==> config.mk <==
export PLATFORM = sky130hd
export DESIGN_NAME = traffic_phase_controller
export DESIGN_NICKNAME = d
export VERILOG_FILES = /design/src/rtl/traffic_phase_controller.sv
export SDC_FILE = /design/constraint.sdc
export NUM_CORES = 1
export LEC_CHECK = 0
export BUFFER_PORTS_ARGS = -buffer_cell sky130_fd_sc_hd__buf_4
export CAP_MARGIN = 20
export CELL_PAD_IN_SITES_DETAIL_PLACEMENT = 0
export CELL_PAD_IN_SITES_GLOBAL_PLACEMENT = 1
export CORE_MARGIN = 2
export CORE_UTILIZATION = 42
export DETAILED_ROUTE_END_ITERATION = 12
export PLACE_DENSITY_LB_ADDON = 0.1
export SLEW_MARGIN = 20
export SYNTH_ARGS = -nofsm -noshare
export SYNTH_HDL_FRONTEND = slang
export SYNTH_SLANG_ARGS = --single-unit
==> constraint.sdc <==
create_clock -name clock -period 3.6 [get_ports clock]
set_clock_uncertainty 0.15 [all_clocks]
set_input_delay 0.54 -clock clock [delete_from_list [all_inputs] [get_ports clock]]
set_output_delay 0.54 -clock clock [all_outputs]
set_load 0.03 [all_outputs]
==> src/rtl/traffic_phase_controller.sv <==
// traffic_phase_controller: two-approach traffic/pedestrian phase sequencer.
// Phase timing is derived from an internal tick divider. Pedestrian push-button
// requests are latched and served with walk / flashing / steady don't-walk
// during the matching green. A manual advance can end a green early, but it
// is ignored while walk or flash is shown.
//
// Ports:
//   clock       system clock
//   reset       asynchronous active-high reset
//   enable      1 = run, 0 = freeze all state and outputs
//   ped_req1/2  pedestrian buttons (level, sampled every cycle)
//   force_next  single-cycle request to end the current green early
//   t1/t2       approach lamps {red, yellow, green}
//   p1/p2       pedestrian lamps {dont_walk, walk}
//   ped_wait1/2 pending-request latches
//   state       current phase encoding
//   remaining   ticks left in the current phase minus one
module traffic_phase_controller #(
    parameter int unsigned TICK_DIV     = 50000000,
    parameter int unsigned CNT_W        = 8,
    parameter int unsigned GREEN_TICKS  = 20,
    parameter int unsigned YELLOW_TICKS = 4,
    parameter int unsigned ALLRED_TICKS = 2,
    parameter int unsigned WALK_TICKS   = 8,
    parameter int unsigned FLASH_TICKS  = 6
) (
    input  logic             clock,
    input  logic             reset,
    input  logic             enable,
    input  logic             ped_req1,
    input  logic             ped_req2,
    input  logic             force_next,
    output logic [2:0]       t1,
    output logic [2:0]       t2,
    output logic [1:0]       p1,
    output logic [1:0]       p2,
    output logic             ped_wait1,
    output logic             ped_wait2,
    output logic [2:0]       state,
    output logic [CNT_W-1:0] remaining
);

    localparam int unsigned DIV_W = $clog2(TICK_DIV);

    typedef enum logic [2:0] {
        PH_G1 = 3'd0,
        PH_Y1 = 3'd1,
        PH_R1 = 3'd2,
        PH_G2 = 3'd3,
        PH_Y2 = 3'd4,
        PH_R2 = 3'd5
    } phase_t;

    phase_t             phase_q, phase_d;
    logic [CNT_W-1:0]   elapsed_q, elapsed_d;
    logic [DIV_W-1:0]   div_q, div_d;
    logic               served_q, served_d;
    logic               blink_q, blink_d;
    logic               wait1_d, wait2_d;
    logic               tick, force_ok;
    logic [2:0]         t1_d, t2_d;
    logic [1:0]         p1_d, p2_d;
    logic [CNT_W-1:0]   remaining_d;

    function automatic logic [CNT_W-1:0] phase_len(input phase_t ph);
        case (ph)
            PH_G1, PH_G2: phase_len = CNT_W'(GREEN_TICKS);
            PH_Y1, PH_Y2: phase_len = CNT_W'(YELLOW_TICKS);
            default:      phase_len = CNT_W'(ALLRED_TICKS);
        endcase
    endfunction

    function automatic phase_t next_phase(input phase_t ph);
        case (ph)
            PH_G1:   next_phase = PH_Y1;
            PH_Y1:   next_phase = PH_R1;
            PH_R1:   next_phase = PH_G2;
            PH_G2:   next_phase = PH_Y2;
            PH_Y2:   next_phase = PH_R2;
            default: next_phase = PH_G1;
        endcase
    endfunction

    // Pedestrian lamp for a served green at the given elapsed tick count.
    function automatic logic [1:0] ped_lamp(input logic [CNT_W-1:0] el, input logic bl);
        if (el < CNT_W'(WALK_TICKS))
            ped_lamp = 2'b01;
        else if (el < CNT_W'(WALK_TICKS + FLASH_TICKS))
            ped_lamp = {bl, 1'b0};
        else
            ped_lamp = 2'b10;
    endfunction

    // State register plus registered outputs.
    always_ff @(posedge clock or posedge reset) begin
        if (reset) begin
            phase_q   <= PH_R2;
            elapsed_q <= '0;
            div_q     <= '0;
            served_q  <= 1'b0;
            blink_q   <= 1'b0;
            ped_wait1 <= 1'b0;
            ped_wait2 <= 1'b0;
            t1        <= 3'b100;
            t2        <= 3'b100;
            p1        <= 2'b10;
            p2        <= 2'b10;
            remaining <= CNT_W'(ALLRED_TICKS - 1);
        end else begin
            phase_q   <= phase_d;
            elapsed_q <= elapsed_d;
            div_q     <= div_d;
            served_q  <= served_d;
            blink_q   <= blink_d;
            ped_wait1 <= wait1_d;
            ped_wait2 <= wait2_d;
            t1        <= t1_d;
            t2        <= t2_d;
            p1        <= p1_d;
            p2        <= p2_d;
            remaining <= remaining_d;
        end
    end

    assign state = phase_q;

    // Next phase, divider, elapsed counter, blink and request latches.
    always_comb begin
        phase_d   = phase_q;
        elapsed_d = elapsed_q;
        div_d     = div_q;
        served_d  = served_q;
        blink_d   = blink_q;
        wait1_d   = ped_wait1;
        wait2_d   = ped_wait2;
        tick      = 1'b0;
        force_ok  = 1'b0;

        if (enable) begin
            tick  = (div_q == DIV_W'(TICK_DIV - 1));
            div_d = tick ? '0 : div_q + DIV_W'(1);

            if (ped_req1) wait1_d = 1'b1;
            if (ped_req2) wait2_d = 1'b1;

            // Manual advance is blocked while walk/flash is being shown.
            force_ok = force_next && (phase_q == PH_G1 || phase_q == PH_G2) &&
                       !(served_q && elapsed_q < CNT_W'(WALK_TICKS + FLASH_TICKS));

            if (force_ok) begin
                phase_d   = next_phase(phase_q);
                elapsed_d = '0;
            end else if (tick) begin
                if (elapsed_q == phase_len(phase_q) - CNT_W'(1)) begin
                    phase_d   = next_phase(phase_q);
                    elapsed_d = '0;
                end else begin
                    elapsed_d = elapsed_q + CNT_W'(1);
                end
                blink_d = (elapsed_d == CNT_W'(WALK_TICKS)) ? 1'b1 : ~blink_q;
            end

            // Green entry serves the pending request, including a same-cycle press.
            if (phase_d != phase_q) begin
                served_d = 1'b0;
                if (phase_d == PH_G1) begin
                    served_d = ped_wait1 | ped_req1;
                    wait1_d  = 1'b0;
                end
                if (phase_d == PH_G2) begin
                    served_d = ped_wait2 | ped_req2;
                    wait2_d  = 1'b0;
                end
            end
        end

        // Illegal encodings recover to all-red.
        if (phase_q > PH_R2) begin
            phase_d   = PH_R2;
            elapsed_d = '0;
            served_d  = 1'b0;
        end
    end

    // Lamp and remaining decode from the next-state values.
    always_comb begin
        t1_d = 3'b100;
        t2_d = 3'b100;
        p1_d = 2'b10;
        p2_d = 2'b10;
        case (phase_d)
            PH_G1:   t1_d = 3'b001;
            PH_Y1:   t1_d = 3'b010;
            PH_G2:   t2_d = 3'b001;
            PH_Y2:   t2_d = 3'b010;
            default: ;
        endcase
        if (served_d && phase_d == PH_G1) p1_d = ped_lamp(elapsed_d, blink_d);
        if (served_d && phase_d == PH_G2) p2_d = ped_lamp(elapsed_d, blink_d);
        remaining_d = phase_len(phase_d) - CNT_W'(1) - elapsed_d;
    end

endmodule

==> run summary, run 1 <==
Status: completed
P per Cell Area: 672.3 mW/mm²
Worst path max stage delay: 440 ps
Synthesized cell area: 0.003208 mm²
FP Rows: 31
Fmax: 295.2 MHz
FFs w/ async S/R, synth: 1.000
CTS Hold Buffers Added: 0
Register bit total from synthesis: 59
Worst path bufs/invs: 2
Most numerous cell in the Yosys netlist: dfrtp_1
Ys flop type: dfrtp_1
Critical path type: flop to flop
Startpoint Class: flop
Post-synth top area share: 0.4056
Post-DR vias/cell: 5.261
Worst rel slew slack: 0.5955
Synth area leaders: dfrtp_1 41%, dfstp_2 5.7%, nor2_1 5.3%
Clock sink total: 59
Critical Path RT: 3670 ps
GRT overflow: 0
Ratio of cells with drive above 1 in the final layout: 0.2421
Fin. Hold Viols: 0
First-pass GRT wire length: 12200 µm
Core ar.: 0.007331 mm²
Worst IR Drop VDD: 0.0003952 V
Initial Util: 0.4376
Pleak: 1.748 nW
Number of global-route vias before repair: 2408
Die area: 0.008353 mm²
Synth area leader: dfrtp_1
Crit path arrival time: 3460 ps
IO Pins: 29
Post-cts sizing count: 0
# fillers: 668
Root buf cell: clkbuf_8
Worst-Margin Slew: 605.9 ps
Slowest cell on crit path: fa_1
# H-tree levels: 3
Placed Cells incl. Taps: 463
ANT cells: 0
Post-Route Setup TNS: 0 ps
Cell count after synthesis: 331
Post-CTS setup buffers: 0
Number of flops mapped to enable cells by yosys: 0
Slew Viols, Final: 0
Layout area overhead: 19.81%
Syn_nets: 343
I/O Buffers: 28
Crit-path cells: ha_1, inv_1, or2_2, nor3_4, nand2_2, a21boi_4, buf_4, nand2_1, o311a_1, fa_1, nand2_1, nor2_1, nor2_2, nor2_1, xnor2_1
Synthesized area per cell: 9.692 µm²
DRT Wirelength: 7256 µm
RSZ-0062 raised after global routing: false
Die height: 91.40 µm
Largest net degree at the start of global routing: 29
Yosys cell types: 63
Inserted Clock Buffers: 9
CTS Buffer Depth: 2
Drt initial violations: 132
Minimum clock period after layout: 3388 ps
Remaining routing DRC violations: 0
Hpwl dp: 5196 µm
Worst min-delay path class: input pin to asynchronous set/reset pin
Final nets: 387
Critical path fanouts, max: 7
CTS tree: built
Non-filler instance count after layout: 479
Max-cap violations: 0
WL/cell: 15.15 µm
Final Setup Violations: 0
Initial antenna violation count: 0
Via count: 2520
Period utilisation layout: 0.9411
Drt first pass iters: 4
GP Congestion: 0.8378
Synth Warn #: 0
CP endpoint kind: flop
Gr usage total: 0.1870
Seq/Total Area, Yosys: 0.4629
Die W: 91.40 µm
Clock Latency Late Sink: 340 ps
Antenna viol nets, final: 0
Critical path's top delay family: simple AND/OR/NAND/NOR gates
Top cells by count, synth: 52 x dfrtp_1, 45 x nor2_1, 24 x nand2_1
Clock transition at the registers of the reported paths: 80 ps
## registers in the layout (all words and copies together) (netlist names)
| signal | flops |
|---|---|
| t1 | 3 |
| blink_q | 1 |
| remaining | 8 |
| served_q | 1 |
| elapsed_q | 8 |
| ped_wait1 | 1 |
| t2 | 3 |
| p2 | 2 |
| ped_wait2 | 1 |
| p1 | 2 |
| div_q | 26 |
| state | 3 |
## power breakdown
part	leakage (nW)	switching (W)	internal (W)
combinational	0.902	0.000630	0.000442
sequential	0.751	0.0000938	0.000818
clock	0.0950	0.000283	0.000317
## worst register-to-register path: cells and delay by family, from the launching register on
family,cells,cell delay [ps]
AO/OA/AOI/OAI,2,550
XOR/XNOR,1,130
adder cells (fa/ha/maj),2,680
buffers and inverters,2,240
flip-flops,1,410
AND/OR/NAND/NOR,8,1130
## final cells by class
type | instances | area, µm² | share of cell area
Tap cell | 99 | 123.9 | 0.03223
Multi-Input combinational cell | 247 | 1644 | 0.4277
Clock inverter | 7 | 68.82 | 0.01790
Inverter | 10 | 37.54 | 0.009766
Timing Repair Buffer | 48 | 360.3 | 0.09375
Sequential cell | 59 | 1485 | 0.3864
Clock buffer | 9 | 123.9 | 0.03223
## per-stage QoR
stage	worst slack, ps	hold WS (ps)	utilization	cell area, µm²	power, W
after floorplan	39.22	302.9	-	3216	0.001660
after global placement	146.0	324.9	0.4956	3633	0.001977
after detailed placement	95.79	328.2	0.4956	3633	0.001979
after CTS	76.56	139.6	0.5219	3826	0.002588
after global routing	5.287	171.4	0.5243	3844	0.002761
final	212.0	127.8	0.5243	3844	0.002584
## routing by layer
| metal | global-route usage | wire length, µm |
|---|---|---|
| met2 | 0.2482 | 3137 |
| met5 | 0 | 0 |
| met3 | 0.03734 | 289 |
| met1 | 0.2892 | 3781 |
| met4 | 0.08207 | 48 |
## cells in the final DEF (no fill, tap or decap), drive strengths merged, types with 4 or more instances in the layout
master	Yosys	routed
nor3	7	7
dfrtp	52	52
nand4	8	8
xor2	19	19
ha	5	5
inv	10	10
clkbuf	12	9
or3	4	4
o21ai	9	9
clkinv	0	4
buf	3	48
nand2	24	24
nand3	20	20
nor2	46	46
a21oi	12	12
xnor2	19	19
nand2b	7	7
and4	4	4
dfstp	7	7
and3	8	8
## path summary, 6_finish.rpt
kind	start	endpoint	slack, ps	depth (start not counted)
min in group clock	ped_req1	ped_wait1	350	3
worst min-delay path	reset	elapsed_q[3]	130	2
worst max-delay path	div_q[0]	remaining[7]	210	15
max in group asynchronous	reset	state[2]	2360	3
worst max register to register	div_q[0]	remaining[7]	210	15
worst min register to register	div_q[18]	div_q[18]	360	1
## cells by family after synthesis
| logic type | Yosys count | synth area share |
|---|---|---|
| adders and majority gates | 6 | 0.02574 |
| buffers and inverters | 25 | 0.03237 |
| xor gates and xnor gates | 38 | 0.1037 |
| AOI/OAI and AO/OA | 46 | 0.1026 |
| DFF | 59 | 0.4630 |
| muxes | 5 | 0.01677 |
| and+or+nand+nor | 152 | 0.2559 |
Note: power is estimated with default switching activity, not from simulation.
==> inputs of run 2 (changes only) <==
Settings changed: MAX_ROUTING_LAYER set to met4.
==> run summary, run 2 (synthesis gave the netlist of run 1 again) <==
Die area: 0.008353 mm² (unchanged)
CTS Buffer Depth: 2 (unchanged)
Drt first pass iters: 4 (unchanged)
Status: completed
Via count: 2531 (+0.44%)
Startpoint Class: flop
Critical Path RT: 3680 ps (about the same)
Clock transition at the registers of the reported paths: 80 ps (about the same)
Switching Share: 0.3912 (+0.001335)
Minimum clock period after layout: 3384 ps (-4.471 ps)
RSZ-0062 raised after global routing: false
Max-cap violations: 0 (unchanged)
Fin util: 0.5243 (unchanged)
Largest net degree at the start of global routing: 29 (unchanged)
Worst IR Drop VDD: 0.0003950 V (about the same)
Largest register FFs: 26 (unchanged)
Post-DR vias/cell: 5.284 (+0.44%)
Biggest register: div_q
Register area: 0.001485 mm² (unchanged)
Area taken by multi-input logic gates: 0.001644 mm² (unchanged)
P_sw: 0.001013 W (+0.56%)
Fin. Hold Viols: 0 (unchanged)
Initial Util: 0.4376 (unchanged)
FP Rows: 31 (unchanged)
Worst min-delay path class: input pin to asynchronous set/reset pin
# H-tree levels: 3 (unchanged)
Clk pwr share: 0.233 (about the same)
Met2 usage: 0.2475 (-0.0006127)
Worst-Margin Slew: 605.0 ps (-0.8352 ps)
Die height: 91.40 µm (unchanged)
First-pass GRT wire length: 12210 µm (about the same)
Number of global-route vias before repair: 2414 (+0.25%)
# fillers: 668 (unchanged)
Pleak: 1.748 nW (unchanged)
Met3 usage: 0.03817 (+0.0008299)
Layout area overhead: 19.81% (unchanged)
Post-cts sizing count: 0 (unchanged)
R2R Setup Slk: 220 ps (about the same)
WL/cell: 15.16 µm (about the same)
Post-Route Setup TNS: 0 ps (unchanged)
Commonest non-fill, non-tap cell in the layout: dfrtp_1
Hpwl dp: 5196 µm (unchanged)
Clock sink total: 59 (unchanged)
ANT cells: 0 (unchanged)
GR Layer Usage met1: 0.2892 (unchanged)
CP endpoint kind: flop
Critical path fanouts, max: 7 (unchanged)
Antenna viol nets, final: 0 (unchanged)
Die W: 91.40 µm (unchanged)
Drt initial violations: 146 (+11%)
Critical path type: flop to flop
Root buf cell: clkbuf_8
Ratio of cells with drive above 1 in the final layout: 0.2421 (unchanged)
Reg2Reg Depth: 15 (unchanged)
Remaining routing DRC violations: 0 (unchanged)
Fmax: 295.6 MHz (+0.13%)
CTS tree: built
CTS Hold Buffers Added: 0 (unchanged)
Most frequent cells in the layout: 52 x dfrtp_1, 48 x buf_4, 44 x nor2_1
GRT busiest layer: met1
GRT overflow: 0 (unchanged)
Initial antenna violation count: 0 (unchanged)
Core ar.: 0.007331 mm² (unchanged)
Post-CTS setup buffers: 0 (unchanged)
I/O Buffers: 28 (unchanged)
P per Cell Area: 673.8 mW/mm² (+0.22%)
Crit path arrival time: 3460 ps (about the same)
Worst rel slew slack: 0.5960 (about the same)
Biggest regs: div_q (26), elapsed_q (8), remaining (8)
Logic pwr share: 0.415 (about the same)
Period utilisation layout: 0.9399 (-0.001242)
Clock Latency Late Sink: 350 ps (about the same)
DRT Wirelength: 7262 µm (about the same)
Final Setup Violations: 0 (unchanged)
Reg power frac: 0.352 (about the same)
P_int: 0.001577 W (about the same)
Inserted Clock Buffers: 9 (unchanged)
Slew Viols, Final: 0 (unchanged)
Gr usage total: 0.1923 (+0.005288)
Final nets: 387 (unchanged)
IO Pins: 29 (unchanged)
GP Congestion: 0.8508 (+1.6%)
-- run 2: metal layers --
layer,up-vias,share of wire,routed length [µm]
met3,6,0.054,391
met4,0,0.013,91
met1,1204,0.51,3699
li1,1255,-,-
met5,-,0,0
met2,66,0.42,3079
-- run 2: metrics by stage --
| step | cell area, µm² | power [W] | std cells | setup WS (ps) | hold WS, ps |
|---|---|---|---|---|---|
| after CTS | 3826 | 0.002588 | 479 | 76.56 | 139.6 |
| after global routing | 3844 | 0.002761 | 479 | 5.287 | 171.4 |
| after floorplan | 3216 | 0.001660 | 331 | 39.22 | 302.9 |
| final | 3844 | 0.002590 | 479 | 216.5 | 120.2 |
| after global placement | 3633 | 0.001977 | 463 | 146.0 | 324.9 |
| after detailed placement | 3633 | 0.001979 | 463 | 95.79 | 328.2 |
-- run 2: path summary, 6_finish.rpt --
check / startpoint / endpoint
worst max-delay path: div_q[0] / remaining[7]
worst min-delay path: reset / elapsed_q[3]
worst max register to register: div_q[0] / remaining[7]
worst min register to register: div_q[18] / div_q[18]
max in group asynchronous: reset / state[2]
min in group clock: ped_req1 / ped_wait1
-- run 2: final cells by class --
class | count | share of cell area
multi-input cells | 247 | 0.4277
well taps | 99 | 0.03223
clock buffers | 9 | 0.03223
clock inverters | 7 | 0.01790
inverters | 10 | 0.009766
flip-flops and latches | 59 | 0.3864
repair buffers | 48 | 0.09375
-- run 2: critical path, cell delays in order (launching register included) --
cell      delay, ps
dfrtp_1         410
ha_1            240
inv_1            50
or2_2           330
nor3_4          230
nand2_2         120
a21boi_4        210
buf_4           180
nand2_1         100
o311a_1         340
fa_1            440
nand2_1          80
nor2_1           50
nor2_2          140
nor2_1           70
xnor2_1         130
-- run 2: power by group through the flow --
| stage | clock [W] | combinational, W | sequential [W] |
|---|---|---|---|
| 2_1_floorplan | 0 | 0.000579 | 0.00108 |
| 3_3_place_gp | 0 | 0.00106 | 0.000919 |
| 3_5_place_dp | 0 | 0.00105 | 0.000924 |
| 4_1_cts | 0.000614 | 0.00106 | 0.000912 |
| 5_1_grt | 0.000647 | 0.00118 | 0.000930 |
| 6_report | 0.000603 | 0.00108 | 0.000911 |
